<file path="src/rtl/can_tx_pkg.sv">
`default_nettype none
// ============================================================================
// Module   : can_tx_pkg
// Purpose  : Shared types and constants for the CAN transmit bit sequencer.
//            Holds the sequencer state encoding, the bus level names and the
//            sizes of the unstuffed frame tail.
// Ports    : none (package)
// Revision : 1.0 - initial release
// ============================================================================
package can_tx_pkg;

  // Sequencer states. The encoding width is fixed at 3 bits.
  typedef enum logic [2:0] {
    ST_IDLE  = 3'd0,
    ST_LOAD  = 3'd1,
    ST_STUFF = 3'd2,
    ST_DRAIN = 3'd3,
    ST_FIXED = 3'd4
  } tx_state_e;

  // Bus levels: the idle / recessive level is logic 1.
  localparam logic RECESSIVE = 1'b1;
  localparam logic DOMINANT  = 1'b0;

  // Unstuffed tail following the CRC sequence.
  localparam int CRC_DELIM = 1;
  localparam int ACK       = 2;
  localparam int EOF       = 7;
  localparam int TAIL_BITS = CRC_DELIM + ACK + EOF;

endpackage
`default_nettype wire

</file>
<file path="src/rtl/can_tx_bit_sequencer.sv">
`default_nettype none
// ============================================================================
// Module   : can_tx_bit_sequencer
// Purpose  : Frame-level CAN transmit controller. Walks a bit-addressable
//            frame buffer, feeding the stuffed region (SOF..CRC) to the bit
//            stuffer one bit time at a time and routing the stuffer output
//            to the line, then drives the unstuffed tail straight from the
//            buffer. Owns frame start, completion and abort sequencing.
// Ports    : clk, rst_n            - clock, asynchronous active-low reset
//            bit_start             - one-clock pulse per nominal bit time
//            frame_req             - level request to send the buffered frame
//            stuff_len, total_len  - stuffed / total bit counts (at accept)
//            abort                 - arbitration loss / error
//            frame_ack/done/aborted- one-clock status pulses
//            busy                  - frame in progress
//            rd_addr, rd_bit       - frame buffer bit read port
//            stf_flush/data/valid  - to bit stuffer
//            stf_hold/pending/out/out_valid - from bit stuffer
//            tx_bit                - line bit to transceiver (1 = recessive)
// Revision : 1.0 - initial release
// ============================================================================
module can_tx_bit_sequencer
  import can_tx_pkg::*;
#(
  parameter int MAX_BITS = 160,
  parameter int AW       = 8
) (
  input  logic          clk,
  input  logic          rst_n,
  input  logic          bit_start,
  input  logic          frame_req,
  input  logic [AW:0]   stuff_len,
  input  logic [AW:0]   total_len,
  input  logic          abort,
  output logic          frame_ack,
  output logic          frame_done,
  output logic          frame_aborted,
  output logic          busy,
  output logic [AW-1:0] rd_addr,
  input  logic          rd_bit,
  output logic          stf_flush,
  output logic          stf_data,
  output logic          stf_valid,
  input  logic          stf_hold,
  input  logic          stf_pending,
  input  logic          stf_out,
  input  logic          stf_out_valid,
  output logic          tx_bit
);

  localparam int            LW         = AW + 1;
  localparam logic [AW:0]   c_max_bits = LW'(MAX_BITS);
  localparam logic [AW:0]   c_len_one  = LW'(1);
  localparam logic [AW-1:0] c_addr_one = AW'(1);
  localparam logic [AW:0]   c_len_zero = '0;

  tx_state_e   r_state;
  logic [AW:0] r_slen;
  logic [AW:0] r_tlen;

  logic [AW:0] w_tlen_clamp;
  logic [AW:0] w_slen_clamp;
  logic [AW:0] w_addr_ext;
  logic        w_stuff_last;
  logic        w_fixed_last;

  // The stuffed length can never exceed the (already clamped) total length,
  // which keeps rd_addr inside the buffer in every state.
  assign w_tlen_clamp = (total_len > c_max_bits) ? c_max_bits : total_len;
  assign w_slen_clamp = (stuff_len > w_tlen_clamp) ? w_tlen_clamp : stuff_len;

  assign w_addr_ext   = {1'b0, rd_addr};
  assign w_stuff_last = (w_addr_ext == (r_slen - c_len_one));
  assign w_fixed_last = (w_addr_ext == (r_tlen - c_len_one));

  always_ff @(posedge clk or negedge rst_n) begin
    if (!rst_n) begin
      r_state       <= ST_IDLE;
      r_slen        <= '0;
      r_tlen        <= '0;
      rd_addr       <= '0;
      tx_bit        <= RECESSIVE;
      stf_data      <= RECESSIVE;
      stf_valid     <= 1'b0;
      stf_flush     <= 1'b0;
      frame_ack     <= 1'b0;
      frame_done    <= 1'b0;
      frame_aborted <= 1'b0;
      busy          <= 1'b0;
    end else begin
      frame_ack     <= 1'b0;
      frame_done    <= 1'b0;
      frame_aborted <= 1'b0;
      stf_flush     <= 1'b0;

      if ((r_state != ST_IDLE) && abort) begin
        // Abort outranks everything, including a last bit in this clock.
        r_state       <= ST_IDLE;
        tx_bit        <= RECESSIVE;
        stf_data      <= RECESSIVE;
        stf_valid     <= 1'b0;
        stf_flush     <= 1'b1;
        frame_aborted <= 1'b1;
        busy          <= 1'b0;
        rd_addr       <= '0;
      end else begin
        case (r_state)
          ST_IDLE: begin
            if (bit_start) begin
              tx_bit <= RECESSIVE;
            end
            if (frame_req) begin
              frame_ack <= 1'b1;
              stf_flush <= 1'b1;
              busy      <= 1'b1;
              rd_addr   <= '0;
              r_tlen    <= w_tlen_clamp;
              r_slen    <= w_slen_clamp;
              r_state   <= ST_LOAD;
            end
          end

          ST_LOAD: begin
            if (r_tlen == c_len_zero) begin
              frame_done <= 1'b1;
              busy       <= 1'b0;
              r_state    <= ST_IDLE;
            end else if (r_slen == c_len_zero) begin
              r_state <= ST_FIXED;
            end else begin
              stf_data  <= rd_bit;
              stf_valid <= 1'b1;
              r_state   <= ST_STUFF;
            end
          end

          ST_STUFF: begin
            if (stf_out_valid) begin
              tx_bit <= stf_out;
            end
            if (bit_start && !stf_hold) begin
              if (w_stuff_last) begin
                stf_valid <= 1'b0;
                stf_data  <= RECESSIVE;
                r_state   <= ST_DRAIN;
              end else begin
                rd_addr <= rd_addr + c_addr_one;
              end
            end else begin
              // Refresh from the buffer; after an address step this picks
              // up the new bit one clock later, and is a no-op while held.
              stf_data <= rd_bit;
            end
          end

          ST_DRAIN: begin
            // The stuffer may emit its final bit on the same bit time that
            // reports nothing further pending, so capture before leaving.
            if (stf_out_valid) begin
              tx_bit <= stf_out;
            end
            if (bit_start && !stf_pending) begin
              if (r_slen == r_tlen) begin
                frame_done <= 1'b1;
                busy       <= 1'b0;
                r_state    <= ST_IDLE;
              end else begin
                rd_addr <= r_slen[AW-1:0];
                r_state <= ST_FIXED;
              end
            end
          end

          ST_FIXED: begin
            if (bit_start) begin
              tx_bit <= rd_bit;
              if (w_fixed_last) begin
                frame_done <= 1'b1;
                busy       <= 1'b0;
                r_state    <= ST_IDLE;
              end else begin
                rd_addr <= rd_addr + c_addr_one;
              end
            end
          end

          default: begin
            r_state <= ST_IDLE;
          end
        endcase
      end
    end
  end

endmodule
`default_nettype wire
</file>
<file path="config.mk">
export PLATFORM = sky130hd
export DESIGN_NAME = can_tx_bit_sequencer
export DESIGN_NICKNAME = d
export VERILOG_FILES = /design/src/rtl/can_tx_pkg.sv /design/src/rtl/can_tx_bit_sequencer.sv
export SDC_FILE = /design/constraint.sdc
export NUM_CORES = 1
export LEC_CHECK = 0
export ABC_AREA = 1
export CAP_MARGIN = 15
export CORE_MARGIN = 5
export CORE_UTILIZATION = 60
export DETAILED_ROUTE_END_ITERATION = 6
export GPL_ROUTABILITY_DRIVEN = 0
export PLACE_DENSITY = 0.89
export SLEW_MARGIN = 20
export SYNTH_ARGS = -nofsm -noshare
export SYNTH_HDL_FRONTEND = slang
export SYNTH_SLANG_ARGS = --single-unit
export TNS_END_PERCENT = 100
</file>
<file path="constraint.sdc">
create_clock -name clk -period 2.8 [get_ports clk]
set_input_delay 0.42 -clock clk [delete_from_list [all_inputs] [get_ports clk]]
set_output_delay 0.42 -clock clk [all_outputs]
set_load 0.01 [all_outputs]
</file>
==> results_dict.tcl <==
set metrics [dict create \
    status "completed" \
    max_stage_delay_ps 420 \
    clkPwrFrac_pct 11.0 \
    netlist_instances 456 \
    core-area_um2 5010 \
    max_cap_violations 0 \
    min_period_over_period_pct 95.2 \
    wire_per_inst_um 15.1 \
    multi_input_area_um2 1900 \
    path_clk_slew_ps 80 \
    grt_util_met1_pct 33.4 \
    layout_common_cells "135 x nand2_1, 51 x inv_1, 42 x nor2_1, 42 x clkdlybuf4s50_1, 38 x o21ai_0" \
    p_total_mw 3.52 \
    ctsHoldBuffers 0 \
    clk_latency_ps 300 \
    met2_usage_pct 50.6 \
    drtPass1Iterations 5 \
    critPathRequiredTime_ps 2990 \
    cellLeakagePower_nw 1.85 \
    cts.sinks 37 \
    groute.usage.overall_pct 28.4 \
    critPathKind "primary input to flip-flop" \
    crit_top_cell "nand2_1" \
    syn-num-nets 498 \
    avgSynthCellArea_um2 6.67 \
    sw_frac_of_total_pct 51.9 \
    cts_tree "done" \
    crit_buf_inv 2 \
    post-dp-hpwl_mm 6.56 \
    post-route-drc-count 0 \
    setup.worst_path.end_class "flip-flop" \
    tightest_slew_ps 849 \
    rows 26 \
    cp-start-kind "primary input" \
    maxSlewHeadroom_pct 43.4 \
    comb_power_share_pct 60.6 \
    die_y_um 81.2 \
    grt_pass1_vias 3149 \
    rsz0062_at_grt "no" \
    hold_class "primary input to async pin" \
    internal-power_mw 1.69 \
    seqPwrFrac_pct 28.4 \
    cp_top_family "simple AND/OR/NAND/NOR gates" \
    fill_cells 415 \
    grt.busiest_layer "met2" \
    drt_iter0_markers 331 \
    final_common_cell "nand2_1" \
    grt_pass1_wl_mm 14.4 \
    area_growth_pct 23.4 \
    wirelength_mm 8.80 \
    antenna_found_initial 0 \
    dieWidth_um 81.2 \
    fin_crit_ps 2670 \
    grt_max_degree 38 \
    cts_buffer_depth 2 \
    cts_buffers 5 \
    ys_ff_latch 37 \
    drtAntennaViolNets 0 \
    finClkSkew_ps 8.84 \
    grt-ovfl-total 0 \
    cts_root_buf "clkbuf_8" \
    ys_types 41 \
    port_buffers 43 \
    setup_viol 0 \
    arrival_ps 2850 \
    vias_per_cell 5.82 \
    regArea_um2 928 \
    vias 3393 \
    switching_power_mw 1.83 \
    critPathMaxFanout 6 \
    fmax_mhz 375 \
    holdWs_ps 219 \
    drive_above_1_share_pct 12.5 \
    start_util_pct 60.7 \
    dieArea_um2 6590 \
    nNetsFinal 554 \
    use_met3_pct 5.88 \
    final_hold_viol_count 0 \
    vdd_drop_max_mv 0.548 \
    maxSlewViolCount 0 \
    diodes 0 \
    cp_slowest_cell "clkdlybuf4s50_1" \
    yosysWarnings 0 \
    syn-cell-area_um2 3040 \
    seq_area_frac_synth_pct 30.5 \
    p_per_area_nw_per_um2 937 \
    htreeDepth 2 \
    io_pins 44 \
    path_cells "clkdlybuf4s50_1 -> nor3_1 -> nor3b_2 -> o21ai_2 -> nand2_2 -> nand2_1 -> ha_4 -> nand2_1 -> o21ai_0 -> a21oi_1 -> a21boi_1 -> o21ai_2 -> buf_4 -> nand2_1 -> o21ai_0 -> nand2_1 -> o21ai_0" \
]
cells by family after synthesis:
| kind of cell | after synthesis | share of synthesized area (%) |
|---|---|---|
| xor gates and xnor gates | 14 | 4.03 |
| AOI/OAI and AO/OA | 68 | 12.8 |
| other | 1 | 0.123 |
| DFF | 37 | 30.5 |
| buffers and inverters | 67 | 8.64 |
| and+or+nand+nor | 255 | 38.1 |
| adders and majority gates | 14 | 5.76 |
flip-flops by register name, summed over array words and instances, names as in the netlist:
| name | count |
|---|---|
| r_state | 3 |
| r_slen | 9 |
| stf_valid | 1 |
| busy | 1 |
| tx_bit | 1 |
| stf_flush | 1 |
| stf_data | 1 |
| rd_addr | 8 |
| frame_ack | 1 |
| frame_done | 1 |
| frame_aborted | 1 |
| r_tlen | 9 |
stage by stage:
step                util, %  cell area (µm²)  worst slack [ps]  std cells  TNS (ps)
floorplan                 -             3040               234        456         0
global placement       71.8             3600             -99.9        573      -634
detailed placement     71.8             3600              -284        573     -1960
CTS                    73.6             3690              4.41        581         0
global route           75.0             3750              17.5        583         0
finish                 75.0             3750               134        583         0
what timing repair did:
item	in CTS	in global routing
endpoints found under the setup margin	0	9
gates resized for setup	0	15
setup buffers	0	1
metal layers:
metal  vias to the layer above  wire [µm]
met4                         0        273
met2                       182       4420
met3                        36        660
met1                      1570       3450
met5                         -          0
li1                       1605          -
power groups by stage:
stage	clock network, mW	registers [mW]	logic (mW)
floorplan	0	0.958	1.45
global placement	0	0.985	1.93
detailed placement	0	0.991	2.03
CTS	0.388	0.985	2.06
global route	0.420	1.02	2.38
finish	0.388	0.999	2.13
path summary, 6_finish.rpt:
| check | start | endpoint | slack, ps | cells after the start |
|---|---|---|---|---|
| min | rst_n | busy | 220 | 1 |
| max in group asynchronous | rst_n | rd_addr[6] | 2040 | 1 |
| max reg2reg | r_slen[0] | rd_addr[4] | 680 | 14 |
| min reg2reg | busy | busy | 480 | 2 |
| min in group clk | busy | busy | 480 | 2 |
| max | total_len[2] | r_slen[1] | 130 | 17 |
synthesized netlist by cell type:
cell | n | area share [%]
conb_1 | 1 | 0.12
o22ai_1 | 2 | 0.41
dfrtp_1 | 35 | 29
ha_1 | 14 | 5.8
nor2_4 | 3 | 1.1
dfstp_2 | 2 | 1.7
nor3b_1 | 1 | 0.25
a221oi_1 | 2 | 0.58
buf_4 | 2 | 0.49
nor4_1 | 2 | 0.41
nand3b_4 | 1 | 0.66
or2_2 | 3 | 0.62
a21oi_1 | 9 | 1.5
nor2_2 | 6 | 1.2
buf_2 | 2 | 0.33
a31oi_4 | 1 | 0.70
or2_1 | 1 | 0.21
nor3_2 | 1 | 0.33
nand2_1 | 136 | 17
inv_1 | 51 | 6.3
nand2_2 | 3 | 0.62
nand3b_1 | 1 | 0.25
o21ai_1 | 4 | 0.66
a21boi_1 | 1 | 0.25
nand3_2 | 1 | 0.33
o21ai_0 | 42 | 6.9
nand3_1 | 29 | 4.8
xnor2_1 | 5 | 1.4
xor2_1 | 9 | 2.6
inv_2 | 9 | 1.1
o211ai_1 | 1 | 0.25
clkbuf_1 | 2 | 0.25
clkinv_2 | 1 | 0.16
a21o_1 | 2 | 0.49
o221ai_1 | 1 | 0.29
o32ai_1 | 2 | 0.58
nor3_1 | 4 | 0.66
nand4_1 | 17 | 3.5
nor2_1 | 43 | 5.3
nand2_4 | 3 | 1.1
a31oi_1 | 1 | 0.21
area by class of cell:
cell class / instances / share of cell area (%)
multi-input cells: 352 / 50.6
well taps: 70 / 2.33
repair buffers: 55 / 13.8
clock buffers: 5 / 1.83
clock inverters: 3 / 0.600
flip-flops and latches: 37 / 24.7
inverters: 61 / 6.13
(Power assumes the default switching activity.)
